### src/rtl/bcd_counter_pkg.sv
// Shared definitions for the BCD counter: digit width, terminal value and digit type.
// Optional parallel load is enabled with the BCD_COUNTER_LOAD_EN macro.
package bcd_counter_pkg;

    localparam int BCD_W = 4;

    typedef logic [BCD_W-1:0] bcd_digit_t;

    localparam bcd_digit_t BCD_MAX = 4'd9;

    function automatic logic is_terminal(input bcd_digit_t d);
        return d == BCD_MAX;
    endfunction

endpackage

### src/rtl/bcd_digit.sv
// Single BCD digit cell: increments when enabled with carry-in, wraps 9 (or any
// illegal 10-15) to 0 and raises a ripple carry. Load port exists with BCD_COUNTER_LOAD_EN.
module bcd_digit
    import bcd_counter_pkg::*;
(
    input  logic       clk,
    input  logic       rst,
    input  logic       en,
    input  logic       cin,
`ifdef BCD_COUNTER_LOAD_EN
    input  logic       load,
    input  bcd_digit_t din,
`endif
    output bcd_digit_t q,
    output logic       co
);

    bcd_digit_t q_d;
    bcd_digit_t q_q;
    logic       wrap;
    logic       inc;

    // Values at or above 9 wrap to 0, so a loaded illegal value also carries.
    always_comb begin
        wrap = (q_q >= BCD_MAX);
        inc  = en && cin;
        q_d  = q_q;
`ifdef BCD_COUNTER_LOAD_EN
        if (load) begin
            q_d = din;
        end else if (inc) begin
            q_d = wrap ? '0 : q_q + 4'd1;
        end
`else
        if (inc) begin
            q_d = wrap ? '0 : q_q + 4'd1;
        end
`endif
    end

    always_ff @(posedge clk) begin
        if (rst) begin
            q_q <= '0;
        end else begin
            q_q <= q_d;
        end
    end

    assign q  = q_q;
    assign co = inc && wrap;

endmodule

### src/rtl/bcd_counter.sv
// Cascadable DIGITS-wide BCD counter (DIGITS 1-8) built from chained bcd_digit cells.
// Defining BCD_COUNTER_LOAD_EN adds the load/din parallel-load ports.
module bcd_counter
    import bcd_counter_pkg::*;
#(
    parameter int DIGITS = 1
) (
    input  logic                  clk,
    input  logic                  rst,
    input  logic                  en,
`ifdef BCD_COUNTER_LOAD_EN
    input  logic                  load,
    input  logic [4*DIGITS-1:0]   din,
`endif
    output logic [4*DIGITS-1:0]   bcd,
    output logic                  cout
);

    logic [DIGITS:0]   carry;
    logic [DIGITS-1:0] nine;

    assign carry[0] = 1'b1;

    for (genvar i = 0; i < DIGITS; i++) begin : g_digit
        bcd_digit u_digit (
            .clk  (clk),
            .rst  (rst),
            .en   (en),
            .cin  (carry[i]),
`ifdef BCD_COUNTER_LOAD_EN
            .load (load),
            .din  (din[BCD_W*i +: BCD_W]),
`endif
            .q    (bcd[BCD_W*i +: BCD_W]),
            .co   (carry[i+1])
        );

        assign nine[i] = is_terminal(bcd[BCD_W*i +: BCD_W]);
    end

    // The final ripple carry already includes en; the all-nines term keeps
    // loaded illegal digits from raising cout.
    assign cout = carry[DIGITS] & (&nine);

endmodule

### config.mk
export PLATFORM = sky130hd
export DESIGN_NAME = bcd_counter
export DESIGN_NICKNAME = d
export VERILOG_FILES = /design/src/rtl/bcd_counter_pkg.sv /design/src/rtl/bcd_digit.sv /design/src/rtl/bcd_counter.sv
export SDC_FILE = /design/constraint.sdc
export NUM_CORES = 1
export LEC_CHECK = 0
export ABC_AREA = 1
export BUFFER_PORTS_ARGS = -buffer_cell sky130_fd_sc_hd__clkbuf_2
export CORE_AREA = 2 2 39 41
export CTS_CLUSTER_DIAMETER = 150
export DETAILED_ROUTE_END_ITERATION = 8
export DIE_AREA = 0 0 41 43
export PLACE_DENSITY = 0.34
export SYNTH_ARGS = -nofsm -noshare
export SYNTH_HDL_FRONTEND = slang
export SYNTH_SLANG_ARGS = --single-unit
export TNS_END_PERCENT = 50
### constraint.sdc
create_clock -name clk -period 1.5 [get_ports clk]
set_input_delay 0.3 -clock clk [delete_from_list [all_inputs] [get_ports clk]]
set_output_delay 0.3 -clock clk [all_outputs]
set_load 0.01 [all_outputs]
Word level (Yosys, flattened, before mapping)
Index checks and enable logic that the tools add are counted.

cells by class
  add/sub/neg operators = 1
  $lt $le $gt $ge = 1
  equal/unequal tests = 1
  mux-type cells = 1
  bitwise operators = 1
  reduce and logical (&&, ||, !) cells = 1

operators by type and width
  kind                                                       count
  adder 4 x 1 -> 4 bit (second input constant)               1
  equality test 4 bit (second input constant)                1
  greater-or-equal comparator 4 bit (second input constant)  1
  two-way mux 4 bit                                          1
  AND 1 bit                                                  1
  logical AND 1 bit                                          1

word-level totals
  flip-flop bits (word level) = 4
  output and inout port bits = 5
  logic and storage cells = 7

Longest topological paths before layout
  word-level depth = 3
  depth in mapped cells = 7

Modules after synthesis
Synthesis repeated with hierarchy kept, for this count alone.

second synthesis, totals
  cell total of the unflattened synthesis = 39
  area, all modules = 275.3 um2

by module, submodules not included
  module       times used  cells each  area each (um2)  sequential area each (um2)
  bcd_digit    1           33          244.0            80.1
  bcd_counter  1           6           31.3             0.0

Worst setup path after synthesis
OpenSTA, ideal clock, no wires.

  kind = register to output
  start point = register g_digit[0].u_digit.q_q[0]
  end point = output port cout
  data arrival time = 0.958 ns
  data required time = 1.200 ns
  slack = 0.242 ns
  stages on the path, launching flop included = 3
  cells stage by stage = dfxtp_1 -> ha_1 -> nor3b_1

on the way
  cells in the longest elaborated chain, start to end = 3
  elaborated cells on any way between the ends = 4

RTL lines
  item                               RTL line           RTL
  start, declared                    bcd_digit.sv:19    bcd_digit_t q_q;
  start signal, assigned             bcd_digit.sv:45    q_q <= q_d;
  greater-or-equal comparator 4 bit  bcd_digit.sv:25    wrap = (q_q >= BCD_MAX);
  logical AND 1 bit                  bcd_digit.sv:50    assign co = inc && wrap;
  AND 1 bit (*)                      bcd_counter.sv:43  assign cout = carry[DIGITS] & (&nine);
  end, declared                      bcd_counter.sv:16  output logic cout

Mark *: on every way between the ends. The rest lies on a longest branch, timed or not.

Worst setup path after layout
  start point = register g_digit[0].u_digit.q_q[1]
  end point = output port cout

The elaborated chain is that of the path after synthesis.

==> metrics.csv <==
metric;value;unit
share of post-route cells with drive strength above 1;0.333;
final wirelength;456;um
Starting DRT DRC Count;3;
Setup Viol. Count Final;0;
initial antenna violation count;0;
CTS sink count;4;
CTS tree;yes;
Post-synth ARST share;0;
CTS buffer count;3;
synth warn;0;
GP Congestion;0.633;
crit end category;output port;
VDD IR-drop max;0.229;mV
worst skew pair latency;230;ps
Top FF cell, synth;dfxtp_1;
Pwr Total;0.305;mW
Via density;3.64;
largest area contributor in the netlist;dfxtp_1;
Area contributors post-synth;dfxtp_1 (33%), ha_1 (16%), nand2_1 (14%);
Worst Path Buf+Inv;2;
Post-route DRC;0;
WP data required;1200;ps
I/O Buffers;7;
Sw Pwr;0.0775;mW
crit share post-route;0.941;
hold path cells;4;
Slew @ Worst Pin;198;ps
GR Util met3;0.0314;
Worst Path Max Fanout;5;
critical path's slowest cell;dfxtp_4;
Startpoint Class;flip-flop;
grt met1 use;0.0932;
H-Tree Depth;1;
Switching Share;0.254;
synthesized instance count;34;
min Tclk post-route;1410;ps
Final Max Slew Viols;0;
FILL cells;160;
die outline width;41;um
P_int;0.227;mW
I/O pin cnt;8;
chip height;43;um
worst setup margin;88.4;ps
Place WS;272;ps
combinational power share;0.167;
Worst Path Arrival;1110;ps
M2 GR Usage;0.0781;
register area share after synthesis;0.333;
vias in the first global route;197;
top cell type's share of synthesized area;0.333;
HP Class;in -> reg;
Congestion Overflow GR;0;
Leak Pwr;0.164;nW
Post-synth EDFFs;0;
max reg flops;4;
first-pass GRT wire length;786;um
# hold bufs at CTS;0;
Rel. slew slack;0.868;
most used routing layer;met4;
Area Overhead vs Synth;39.1;%
R2R depth;5;
top post-synthesis cells by count;nand2_1 (9), inv_1 (6), nor2_1 (5);
HPWL Detailed;377;um
Final Hold Viols;0;
clock-pin slew on the worst setup and hold paths;40;ps
via count;222;
Setup Skew;3.84;ps
synthesis-stage register bit count;4;
Initial Util;0.174;
# diodes;0;
final worst hold slack;363;ps
sequential share of power;0.396;
Post-Syn Nets;40;
Mapped Area;240;um^2
crit-path cells;inv_1, ha_1, nor3b_2, buf_2;
most frequent cell after synthesis;nand2_1;
Clock power frac;0.437;
Worst path depth;4;
Top delay family on crit path;flip-flops;
core area;1380;um^2
max cap viols;0;
post-synthesis average cell area;7.07;um^2
CTS Buffer Depth;2;
Rows;14;
CTS root buffer;clkbuf_4;
kind of critical path;reg -> out;
Tot GR Track Use;0.0753;
Final Net Count;53;
TritonRoute pass-1 iters;2;
Fin Setup TNS;0;ps
largest net degree at the start of global routing;7;
post-synth cell types;12;
die area;1760;um^2
Max Fclk;708;MHz
outcome;finished clean;
WL/cell;7.48;um
ANT nets after route;0;
RSZ-0062 raised after global routing;false;
power density cells;912;nW/um^2
Worst path max stage delay;360;ps
-- kinds of logic after synthesis --
kind of cell,after synthesis,share of synthesized area
adder cells (fa/ha/maj),3,0.156
buffers and inverters,6,0.0937
XOR/XNOR,2,0.0729
flip-flops,4,0.333
AND/OR/NAND/NOR,17,0.302
AO/OA/AOI/OAI,2,0.0416
-- through the flow --
step | std cells | util | cell area (um^2)
floorplan | 34 | - | 240
global placement | 58 | 0.219 | 303
detailed placement | 58 | 0.219 | 303
CTS | 61 | 0.235 | 325
global route | 61 | 0.241 | 334
finish | 61 | 0.241 | 334
-- final cells by class --
class	instances	area [um^2]	area share
clock buffer	3	22.5	0.0674
inverter	6	22.5	0.0674
multi-input combinational	24	143	0.427
sequential	4	83.8	0.251
tap	16	20.0	0.0599
timing repair buffer	8	42.5	0.127
-- power by group through the flow --
stage | combinational, mW | clock [mW] | sequential, mW
floorplan | 0.0276 | 0 | 0.126
global placement | 0.0528 | 0 | 0.123
detailed placement | 0.0509 | 0 | 0.123
CTS | 0.0513 | 0.139 | 0.121
global route | 0.0603 | 0.154 | 0.123
finish | 0.0509 | 0.133 | 0.121
-- tightest hold or removal path: cells and delay by family --
kind / cells / cell delay [ps]
buf+inv: 2 / 110
simple gates: 2 / 140
-- layout by cell type (no fill, tap or decap) --
| cell | n |
|---|---|
| clkbuf_2 | 6 |
| buf_4 | 1 |
| xor2_1 | 1 |
| dfxtp_4 | 1 |
| ha_1 | 3 |
| dfxtp_1 | 3 |
| nor2_2 | 1 |
| xnor2_1 | 1 |
| nor3b_2 | 1 |
| inv_1 | 6 |
| o21ai_1 | 1 |
| o21ai_0 | 1 |
| nand2_1 | 9 |
| nor2_1 | 5 |
| nand2_2 | 1 |
| clkbuf_4 | 3 |
| buf_2 | 1 |
-- repair_timing --
item                       CTS  global route
buffers inserted             0             0
gates resized for setup      0             4
setup endpoints to repair    0             1
-- layer usage --
layer / wire, um / share of wire
met4: 0 / 0
met2: 208 / 0.46
met1: 212 / 0.46
met5: 0 / 0
met3: 36 / 0.079
-- path summary, 6_finish.rpt --
kind	startpoint	slack, ps	end
setup / recovery	g_digit[0].u_digit.q[1]$_SDFFE_PP0P_	90	cout
hold / removal	rst	360	g_digit[0].u_digit.q[1]$_SDFFE_PP0P_
setup reg to reg	g_digit[0].u_digit.q[0]$_SDFFE_PP0P_	450	g_digit[0].u_digit.q[2]$_SDFFE_PP0P_
hold reg to reg	g_digit[0].u_digit.q[3]$_SDFFE_PP0P_	540	g_digit[0].u_digit.q[3]$_SDFFE_PP0P_
No activity file was read; power rests on OpenSTA's default activity.
